$ cat config.mk
export PLATFORM = sky130hd
export DESIGN_NAME = instr_chunk_aligner
export DESIGN_NICKNAME = d
export VERILOG_FILES = /design/src/rtl/core_types_pkg.sv /design/src/rtl/instr_chunk_aligner_chunk_select.sv /design/src/rtl/instr_chunk_aligner.sv
export SDC_FILE = /design/constraint.sdc
export NUM_CORES = 1
export LEC_CHECK = 0
export ABC_AREA = 0
export CAP_MARGIN = 20
export CORE_UTILIZATION = 40
export DETAILED_ROUTE_END_ITERATION = 10
export PLACE_DENSITY = 0.76
export SLEW_MARGIN = 20
export SYNTH_ARGS = -nofsm -noshare
export SYNTH_HDL_FRONTEND = slang
export SYNTH_SLANG_ARGS = --single-unit
$ cat constraint.sdc
create_clock -name CLK -period 4.91 [get_ports CLK]
set_input_delay 0.491 -clock CLK [delete_from_list [all_inputs] [get_ports CLK]]
set_output_delay 0.491 -clock CLK [all_outputs]
set_load 0.05 [all_outputs]
$ cat src/rtl/core_types_pkg.sv
// Shared fetch/decode types: prediction-info width, fetch bundle geometry, chunk helpers.
package core_types_pkg;

    localparam int BTB_PRED_INFO_WIDTH     = 8;
    localparam int FETCH_CHUNKS_PER_BUNDLE = 4;
    localparam int FETCH_CHUNK_IDX_W       = $clog2(FETCH_CHUNKS_PER_BUNDLE);

    typedef logic [FETCH_CHUNK_IDX_W-1:0] chunk_idx_t;
    typedef logic [15:0]                  chunk_t;

    // RISC-V length encoding: low bits 2'b11 mark a 32-bit instruction.
    function automatic logic is_uncompressed(input chunk_t c);
        return c[1:0] == 2'b11;
    endfunction

endpackage

$ cat src/rtl/instr_chunk_aligner_chunk_select.sv
// Picks the lower/upper chunk and their pred info for the current instruction; purely combinational.
module instr_chunk_aligner_chunk_select
    import core_types_pkg::*;
#(
    parameter int N  = 4,
    parameter int PW = 8
) (
    input  logic [N-1:0][15:0]         chunks,
    input  logic [N-1:0][PW-1:0]       preds,
    input  logic [$clog2(N)-1:0]       ptr,
    input  logic                       use_straddle,
    input  chunk_t                     straddle_chunk,
    input  logic [PW-1:0]              straddle_pred,
    output chunk_t                     lo_chunk,
    output chunk_t                     hi_chunk,
    output logic [PW-1:0]              lo_pred,
    output logic [PW-1:0]              hi_pred
);

    localparam int IDX_W = $clog2(N);

    logic [IDX_W-1:0] hi_idx;

    // Wraps at the last chunk; the upper half is unused there.
    assign hi_idx = ptr + IDX_W'(1);

    always_comb begin
        if (use_straddle) begin
            lo_chunk = straddle_chunk;
            lo_pred  = straddle_pred;
            hi_chunk = chunks[0];
            hi_pred  = preds[0];
        end else begin
            lo_chunk = chunks[ptr];
            lo_pred  = preds[ptr];
            hi_chunk = chunks[hi_idx];
            hi_pred  = preds[hi_idx];
        end
    end

endmodule

$ cat src/rtl/instr_chunk_aligner.sv
// Re-aligns 16-bit chunk fetch bundles into one instruction per cycle; first output one cycle after accept.
// Holds outputs while out_ready is low; takes a new bundle in the cycle the last chunk leaves.
module instr_chunk_aligner
    import core_types_pkg::*;
#(
    parameter int CHUNKS_PER_BUNDLE = FETCH_CHUNKS_PER_BUNDLE
) (
    input  logic                                            CLK,
    input  logic                                            RST,
    input  logic                                            restart,
    input  logic                                            in_valid,
    output logic                                            in_ready,
    input  logic [16*CHUNKS_PER_BUNDLE-1:0]                 in_chunks,
    input  logic [BTB_PRED_INFO_WIDTH*CHUNKS_PER_BUNDLE-1:0] in_pred_info,
    input  logic [$clog2(CHUNKS_PER_BUNDLE)-1:0]            in_start_idx,
    output logic                                            out_valid,
    input  logic                                            out_ready,
    output logic                                            out_uncompressed,
    output logic [31:0]                                     out_instr32,
    output logic [BTB_PRED_INFO_WIDTH-1:0]                  out_pred_info_chunk0,
    output logic [BTB_PRED_INFO_WIDTH-1:0]                  out_pred_info_chunk1,
    output logic                                            out_straddle
);

    localparam int N     = CHUNKS_PER_BUNDLE;
    localparam int PW    = BTB_PRED_INFO_WIDTH;
    localparam int IDX_W = $clog2(N);
    localparam logic [IDX_W-1:0] LAST_IDX = IDX_W'(N - 1);
    localparam logic [IDX_W-1:0] PEN_IDX  = IDX_W'(N - 2);

    logic                   bundle_valid_q, bundle_valid_d;
    logic [N-1:0][15:0]     chunks_q, chunks_d;
    logic [N-1:0][PW-1:0]   preds_q, preds_d;
    logic [IDX_W-1:0]       ptr_q, ptr_d;
    logic                   straddle_valid_q, straddle_valid_d;
    chunk_t                 straddle_chunk_q, straddle_chunk_d;
    logic [PW-1:0]          straddle_pred_q, straddle_pred_d;

    chunk_t                 lo_chunk, hi_chunk;
    logic [PW-1:0]          lo_pred, hi_pred;
    logic                   use_straddle, lo_uncomp, instr_uncomp, park;
    logic                   fire, ends_bundle, final_consume, accept;
    logic [IDX_W-1:0]       ptr_step;

    instr_chunk_aligner_chunk_select #(
        .N  (N),
        .PW (PW)
    ) u_chunk_select (
        .chunks         (chunks_q),
        .preds          (preds_q),
        .ptr            (ptr_q),
        .use_straddle   (use_straddle),
        .straddle_chunk (straddle_chunk_q),
        .straddle_pred  (straddle_pred_q),
        .lo_chunk       (lo_chunk),
        .hi_chunk       (hi_chunk),
        .lo_pred        (lo_pred),
        .hi_pred        (hi_pred)
    );

    always_comb begin
        use_straddle  = straddle_valid_q && (ptr_q == '0);
        lo_uncomp     = is_uncompressed(lo_chunk);
        // A 32-bit instruction starting in the last slot must wait for its upper half.
        park          = bundle_valid_q && !use_straddle && (ptr_q == LAST_IDX) && lo_uncomp;
        out_valid     = bundle_valid_q && !park;
        instr_uncomp  = use_straddle || lo_uncomp;
        fire          = out_valid && out_ready;
        ptr_step      = ptr_q + ((lo_uncomp && !use_straddle) ? IDX_W'(2) : IDX_W'(1));
        ends_bundle   = !use_straddle && (lo_uncomp ? (ptr_q == PEN_IDX) : (ptr_q == LAST_IDX));
        final_consume = (fire && ends_bundle) || park;
        in_ready      = !bundle_valid_q || final_consume;
        accept        = in_valid && in_ready;

        out_uncompressed     = out_valid && instr_uncomp;
        out_straddle         = out_valid && use_straddle;
        out_instr32          = '0;
        out_pred_info_chunk0 = '0;
        out_pred_info_chunk1 = '0;
        if (out_valid) begin
            out_instr32          = instr_uncomp ? {hi_chunk, lo_chunk} : {16'h0, lo_chunk};
            out_pred_info_chunk0 = lo_pred;
            out_pred_info_chunk1 = instr_uncomp ? hi_pred : '0;
        end
    end

    always_comb begin
        bundle_valid_d   = bundle_valid_q;
        chunks_d         = chunks_q;
        preds_d          = preds_q;
        ptr_d            = ptr_q;
        straddle_valid_d = straddle_valid_q;
        straddle_chunk_d = straddle_chunk_q;
        straddle_pred_d  = straddle_pred_q;

        if (fire) begin
            ptr_d = ptr_step;
            if (use_straddle) straddle_valid_d = 1'b0;
            if (ends_bundle)  bundle_valid_d   = 1'b0;
        end
        if (park) begin
            straddle_valid_d = 1'b1;
            straddle_chunk_d = lo_chunk;
            straddle_pred_d  = lo_pred;
            bundle_valid_d   = 1'b0;
            ptr_d            = '0;
        end
        if (accept) begin
            bundle_valid_d = 1'b1;
            chunks_d       = in_chunks;
            preds_d        = in_pred_info;
            ptr_d          = in_start_idx;
            // Entering mid-bundle means a redirect, so a parked lower half is stale.
            if (in_start_idx != '0) straddle_valid_d = 1'b0;
        end
        if (restart) begin
            bundle_valid_d   = 1'b0;
            chunks_d         = '0;
            preds_d          = '0;
            ptr_d            = '0;
            straddle_valid_d = 1'b0;
            straddle_chunk_d = '0;
            straddle_pred_d  = '0;
        end
    end

    always_ff @(posedge CLK or posedge RST) begin
        if (RST) begin
            bundle_valid_q   <= 1'b0;
            chunks_q         <= '0;
            preds_q          <= '0;
            ptr_q            <= '0;
            straddle_valid_q <= 1'b0;
            straddle_chunk_q <= '0;
            straddle_pred_q  <= '0;
        end else begin
            bundle_valid_q   <= bundle_valid_d;
            chunks_q         <= chunks_d;
            preds_q          <= preds_d;
            ptr_q            <= ptr_d;
            straddle_valid_q <= straddle_valid_d;
            straddle_chunk_q <= straddle_chunk_d;
            straddle_pred_q  <= straddle_pred_d;
        end
    end

endmodule

; ---- Word level (Yosys, flattened, before mapping)
; Index checks and enable logic that the tools add are counted.
[classes]
addsub = 2
magnitude_cmp = 2
eq_ne = 3
muxes = 42
n_reduce_logical = 25
[ops]
columns = operator, n
row1 = 32-bit 2-to-1 mux, 4
row2 = 64-bit 2-to-1 mux, 2
row3 = 16-bit 2-to-1 mux, 6
row4 = 8-bit 2-to-1 mux, 9
row5 = 16-bit binary-select mux with 2-bit select, 2
row6 = 8-bit binary-select mux with 2-bit select, 2
row7 = 1-bit logical AND, 12
row8 = 1-bit 2-to-1 mux, 12
row9 = 2-bit 2-to-1 mux, 5
row10 = 4-bit nonzero test, 2
row11 = "2-bit == test, second input constant", 3
row12 = "2-bit by 3-bit < comparator with 1-bit output, second input constant", 2
row13 = 2-bit nonzero test, 3
row14 = 1-bit logical NOT, 3
row15 = 1-bit logical OR, 3
row16 = "2-bit by 1-bit adder with 2-bit output, second input constant", 1
row17 = 2-bit adder, 1
row18 = 2-bit logical NOT, 1
row19 = 2-bit AND reduction, 1
[totals]
regBits = 124
elab_cells = 87

; ---- Longest topological paths before layout
; Gate-level depths: netlist of run 1.
[depth]
depth_word = 15
ltp_mapped = 15
mapped_depth_nobuf = 10

; ---- By module
; From an unflattened synthesis of run 1, not the netlist that was laid out.
[unflattened]
cells_unflattened = 669
hier_area_um2 = 7264.5
[by_module_without_submodules]
columns = module, n_inst, cells_each, area_per_inst_um2
row1 = instr_chunk_aligner, 1, 416, 5012.3
row2 = instr_chunk_aligner_chunk_select, 1, 253, 2252.2

; ---- Worst setup path after synthesis of run 1
; Ideal clock, no wire load.
[synth_timing]
path_kind = register -> output
start = register ptr_q[0]
end = output port out_instr32[28]
arrival_time_ns = 3.648
required_time_ns = 4.419
path_slack_ns = 0.771
path_stages_with_launch = 12
path_buffers = 6
path_cell_list = dfrtp_1 > buf_2 > buf_2 > buf_2 > inv_1 > ha_1 > buf_2 > buf_2 > clkbuf_1 > mux4_2 > inv_1 > o21ai_0
[synth_via]
elab_chain_len = 9
[synth_rtl]
columns = element, line_no
row1 = from (decl), instr_chunk_aligner.sv:34  ; logic [IDX_W-1:0] ptr_q, ptr_d;
row2 = from (signal assigned), instr_chunk_aligner.sv:140  ; ptr_q <= ptr_d;
row3 = branches (longest 8 deep; another with 2-bit by 1-bit adder with 2-bit output), n/a
row4 = 32-bit 2-to-1 mux (*), instr_chunk_aligner.sv:80  ; if (out_valid) begin
row5 = to (decl), instr_chunk_aligner.sv:19  ; output logic [31:0] out_instr32,
; Mark *: on every way between the ends. The select of a mux whose other input is x is not followed.

; ---- Final worst setup path of run 1
[layout_timing]
start = register ptr_q[0]
end = output port out_uncompressed
[layout_via]
elab_chain_len = 9
[layout_rtl]
columns = element, line_no
row1 = branches (longest 8 deep; another with 16-bit binary-select mux with 2-bit select), n/a
row2 = 1-bit logical AND (*), instr_chunk_aligner.sv:75  ; out_uncompressed = out_valid && instr_uncomp;
row3 = to (decl), instr_chunk_aligner.sv:18  ; output logic out_uncompressed,
; Marks and branches as above.

==> flow_summary.ini, run 1 <==
[clock_tree]
cts_resized = 0
clk_path_buf_depth = 2
cts_tree = built
h-tree-depth = 4
root_buffer = clkbuf_16
cts-buffers-inserted = 17
hold_buffers = 0
clk-insertion-delay-late_ps = 420
path_clk_slew_ps = 50
clock_sinks = 124
cts_setup_buffers = 0

[yosys]
yosysSeqAreaShare_pct = 44.8
syn-num-nets = 861
ys.flop_type = dfrtp_1
synth_seq_cells = 124
syn_area_mm2 = 0.00693
syn_area_per_cell_um2 = 9.19
syn_inst = 754
ys_warn_count = 0
synth_edf_count = 0
async_flop_share_pct = 100
synth_cell_types = 36

[route]
routed_wl_mm = 20.1
vias_per_cell = 5.51
routedWlPerCell_um = 18.1
drc_errors = 0
vias = 6115
postRouteAntennaNets = 0
drt_iter0_markers = 609
first_pass_iters = 5

[sta]
finalSetupViolCount = 0
tightest_slew_ps = 996
clock_skew_ps = 11.1
rsz0062_at_grt = no
timing.fmax_ghz = 0.231
relSlewSlack_pct = 33.6
period_minus_slack_ps = 4330
tns_ps = 0
drv_slew = 0
fin_crit_sh_pct = 88.1
hold_viol_final = 0

[global_route]
grt_pass1_vias = 6000
grt_usage_pct = 23.7
busiest_layer = met2
overflow = 0
grt_use_met1_pct = 31.7
met2_usage_pct = 37.0
grt_max_degree = 100
antenna_found_initial = 0
met3_usage_pct = 5.48
grt_pass1_wl_mm = 32.4

[die]
die_w_um = 134
die_area_mm2 = 0.0179
fp-row-count = 47
die_h_um = 134
io-pin-count = 155
core_mm2 = 0.0168
start_util_pct = 41.4

[final_layout]
diodes = 0
areaGrowthSynthToFinish_pct = 35.8
drive_gt1_share_pct = 14.2
nets = 984
layout_common_cells = nand2_1, clkdlybuf4s50_1, dfrtp_1
layout.cells.non_filler = 1110
final_common_cell = nand2_1

[outcome]
status = finished clean

[worst_setup_path]
crit_type = flip-flop to output pin
crit_path_end_kind = output pin
critPathArrivalTime_ps = 3840
cp_data_required_time_ps = 4420
rrSetupSlack_ps = 1070
crit_fanout = 31
start_kind = flip-flop

[pwr]
ir_drop_mv = 0.238
powerDensity_mw_per_mm2 = 298
total_leakage_power_nw = 3.90

[place]
io_buffer_count = 154
dpl.hpwl_mm = 13.6
place.gp.congestion = 0.895
placed_cells = 1078

[worst_hold_path]
min_path_type = flip-flop to flip-flop

[flow_run]
drv_cap = 0
[metal layers]
layer,up-vias,wire [um],part of all wire [%]
met2,219,9570,48
li1,2844,-,-
met1,3011,8680,43
met3,41,1240,6.2
met5,-,0,0
met4,0,582,2.9
[final timing paths]
path / from / end / depth (start not counted)
setup reg to reg: ptr_q[0] / ptr_q[0] / 7
hold / removal: straddle_chunk_q[0] / straddle_chunk_q[0] / 2
max in group asynchronous: RST / straddle_pred_q[6] / 3
min in group asynchronous: RST / chunks_q[39] / 2
setup / recovery: ptr_q[0] / out_uncompressed / 8
hold reg to reg: straddle_chunk_q[0] / straddle_chunk_q[0] / 2
[stage by stage]
step	hold WS (ps)	util (%)	power, W	setup WS [ps]	instance area, um2
3_3_place_gp	481	52.9	0.00164	1190	8860
3_5_place_dp	492	52.9	0.00165	1040	8860
6_report	496	56.2	0.00280	582	9420
5_1_grt	558	56.2	0.00292	345	9420
2_1_floorplan	461	-	0.00145	771	6930
4_1_cts	504	56.2	0.00282	549	9420
[cells by family after synthesis]
logic type	Yosys count	synth area share [%]
AND/OR/NAND/NOR	295	16.7
buffers and inverters	93	5.40
flip-flops	124	44.8
AO/OA/AOI/OAI	166	13.7
multiplexers	72	18.7
adder cells (fa/ha/maj)	4	0.722
[report_power, final]
part	internal (W)	switching [W]	leakage, nW	total (W)
clock network	0.000715	0.000449	0.275	0.00116
logic	0.000236	0.000278	1.95	0.000514
registers	0.00107	0.0000546	1.68	0.00113
[Yosys cell counts, types with 6 or more instances]
cell type  instances  share of area (%)
a211oi_1          22                2.4
a21oi_1          100                7.2
buf_1              6               0.32
buf_2             20                1.4
clkbuf_1          36                1.9
dfrtp_1          124                 45
inv_1             31                1.7
mux2i_1           26                3.8
mux4_2            46                 15
nand2_1          220                 12
nand3_1            8               0.58
nor2_1            54                2.9
o21ai_0           26                1.9
[sequential cells by signal (all words and copies together) (netlist names)]
register / flops
straddle_pred_q: 8
bundle_valid_q: 1
preds_q: 32
straddle_valid_q: 1
ptr_q: 2
chunks_q: 64
straddle_chunk_q: 16
[critical path, cell delays in order, from the launching register on]
cell             delay [ps]
dfrtp_4                 690
inv_1                   180
ha_1                    300
a21boi_0                180
a22oi_1                 360
a31o_2                  630
inv_1                   140
and3_1                  230
clkdlybuf4s50_1         700
[cell type report]
class                      count  area [um2]
inverter                      31         119
sequential                   124        3110
multi-input combinational    537        3490
fill                        1448        7340
timing repair buffer         166        1870
clock inverter                12        97.6
tap                          220         275
clock buffer                  20         457
(Power assumes the default switching activity.)
==> run 2: changes to the inputs <==
--- a/config.mk
+++ b/config.mk
@@ -10,6 +10,7 @@
 export CORE_UTILIZATION = 40
 export DETAILED_ROUTE_END_ITERATION = 10
 export PLACE_DENSITY = 0.76
+export SKIP_LAST_GASP = 1
 export SLEW_MARGIN = 20
 export SYNTH_ARGS = -nofsm -noshare
 export SYNTH_HDL_FRONTEND = slang
==> results of run 2 <==
The final DEF is identical to that of run 1; final timing and power are the same.
==> run 3: changes to the inputs <==
==> constraint.sdc (replaced) <==
create_clock -name CLK -period 4.4 [get_ports CLK]
set_input_delay 0.44 -clock CLK [delete_from_list [all_inputs] [get_ports CLK]]
set_output_delay 0.44 -clock CLK [all_outputs]
set_load 0.05 [all_outputs]
==> flow_summary.ini, run 3 (synthesis gave the netlist of run 1 again) <==
[clock_tree]
cts_resized = 0
clk-insertion-delay-late_ps = 420
clk_path_buf_depth = 2
clock_sinks = 124
h-tree-depth = 4
root_buffer = clkbuf_16
cts_setup_buffers = 0
cts-buffers-inserted = 17
path_clk_slew_ps = 60
cts_tree = built
hold_buffers = 0

[sta]
hold_viol_final = 0
tightest_slew_ps = 996
period_minus_slack_ps = 4040
worst_slack_ps = 361
fin_crit_sh_pct = 91.8
drv_slew = 0
clock_skew_ps = 7.59
relSlewSlack_pct = 33.6
rsz0062_at_grt = no
tns_ps = 0
timing.fmax_ghz = 0.248
finalSetupViolCount = 0
hold_slack_ps = 488

[global_route]
grt_pass1_vias = 6155
grt_pass1_wl_mm = 32.5
antenna_found_initial = 0
grt_usage_pct = 23.7
grt_max_degree = 91
overflow = 0

[place]
io_buffer_count = 154
dpl.hpwl_mm = 13.4
dp_slack_ps = 833
placed_cell_area_mm2 = 0.00888
place.gp.congestion = 0.848

[final_layout]
areaGrowthSynthToFinish_pct = 36.0
num-fill-cells = 1457
diodes = 0
largest_register_ffs = 64
drive_gt1_share_pct = 14.8
top_register = chunks_q
layout_common_cells = nand2_1, clkdlybuf4s50_1, dfrtp_1
nets = 985
largest_registers = chunks_q x64, preds_q x32, straddle_chunk_q x16
seq_area_mm2 = 0.00311
final_common_cell = nand2_1
fin_area_mm2 = 0.00943
multi_input_area_mm2 = 0.00349

[outcome]
status = finished clean

[pwr]
p_int_w = 0.00219
power_switching_w = 0.000935
p_total_w = 0.00312
sequentialPowerShare_pct = 39.9
powerDensity_mw_per_mm2 = 331
ir_drop_mv = 0.244
pwr-share-comb_pct = 18.9
total_leakage_power_nw = 3.91
clock_power_share_pct = 41.2
switching_share_pct = 29.9

[worst_hold_path]
whs_path_depth = 2
holdPathEnd = straddle_chunk_q[1]
hold_start = straddle_chunk_q[1]
min_path_type = flip-flop to flip-flop

[die]
io-pin-count = 155
core_mm2 = 0.0168
fp-row-count = 47
die_area_mm2 = 0.0179
die_h_um = 134
start_util_pct = 41.4
die_w_um = 134

[worst_setup_path]
reg2reg_from = ptr_q[1]
cp_data_required_time_ps = 3960
rrSetupSlack_ps = 1080
critPathArrivalTime_ps = 3600
crit_path_end_kind = output pin
crit_fanout = 26
worstRegToRegCells = 8
r2r_end = chunks_q[2]
crit_type = flip-flop to output pin
start_kind = flip-flop

[route]
routedWlPerCell_um = 18.4
routed_wl_mm = 20.4
vias_per_cell = 5.59
vias = 6207
first_pass_iters = 5
postRouteAntennaNets = 0
drt_iter0_markers = 666
drc_errors = 0

[flow_run]
drv_cap = 0
[run 3: cell count changes in the layout (fill, tap and decap cells not counted), sizes merged]
| cell | before | now |
|---|---|---|
| clkinvlp | 2 | 3 |
| clkbuf | 20 | 17 |
| clkdlybuf4s50 | 129 | 125 |
| bufinv | 1 | 0 |
| inv | 31 | 34 |
| buf | 37 | 42 |
[run 3: layer usage]
metal | global-route usage [%] | vias up | wire, um
met5 | 0 | - | 0
met4 | 9.53 | 0 | 455
met3 | 3.77 | 40 | 1190
met2 | 37.4 | 251 | 9740
met1 | 32.7 | 3068 | 9030
li1 | - | 2848 | -
[run 3: how the worst max path moves through the flow]
stage | end | startpoint | cells past startpoint | slack (ps)
floorplan | out_instr32[28] | ptr_q[0] | 11 | 310
global placement | out_uncompressed | ptr_q[1] | 8 | 920
detailed placement | out_uncompressed | ptr_q[1] | 8 | 830
CTS | out_uncompressed | ptr_q[1] | 8 | 380
global route | out_uncompressed | ptr_q[1] | 8 | 120
finish | out_uncompressed | ptr_q[1] | 8 | 360
[run 3: final cells by class]
class	count	share of cell area (%)
inverters	31	1.26
well taps	220	2.92
repair buffers	167	20.1
clock buffers	17	4.51
multi-input cells	537	37.0
flip-flops and latches	124	33.0
clock inverters	15	1.26
[run 3: power groups by stage]
| stage | clock network [W] | logic (W) | registers (W) |
|---|---|---|---|
| 2_1_floorplan | 0 | 0.000377 | 0.00124 |
| 3_3_place_gp | 0 | 0.000581 | 0.00126 |
| 3_5_place_dp | 0 | 0.000589 | 0.00126 |
| 4_1_cts | 0.00130 | 0.000592 | 0.00124 |
| 5_1_grt | 0.00135 | 0.000638 | 0.00125 |
| 6_report | 0.00129 | 0.000590 | 0.00124 |
[run 3: worst max-delay path, stage by stage (launching register included)]
cell and delay [ps]:
dfrtp_2 500, inv_1 150, ha_1 310, a21boi_0 180, a22oi_1 380, a31o_2 640
inv_1 120, and3_1 210, clkdlybuf4s50_1 690
[run 3: through the flow]
stage / instances / utilization (%)
final: 1111 / 56.3
after global routing: 1111 / 56.3
after CTS: 1111 / 56.3
after detailed placement: 1079 / 53.0
after global placement: 1079 / 53.0
after floorplan: 754 / -
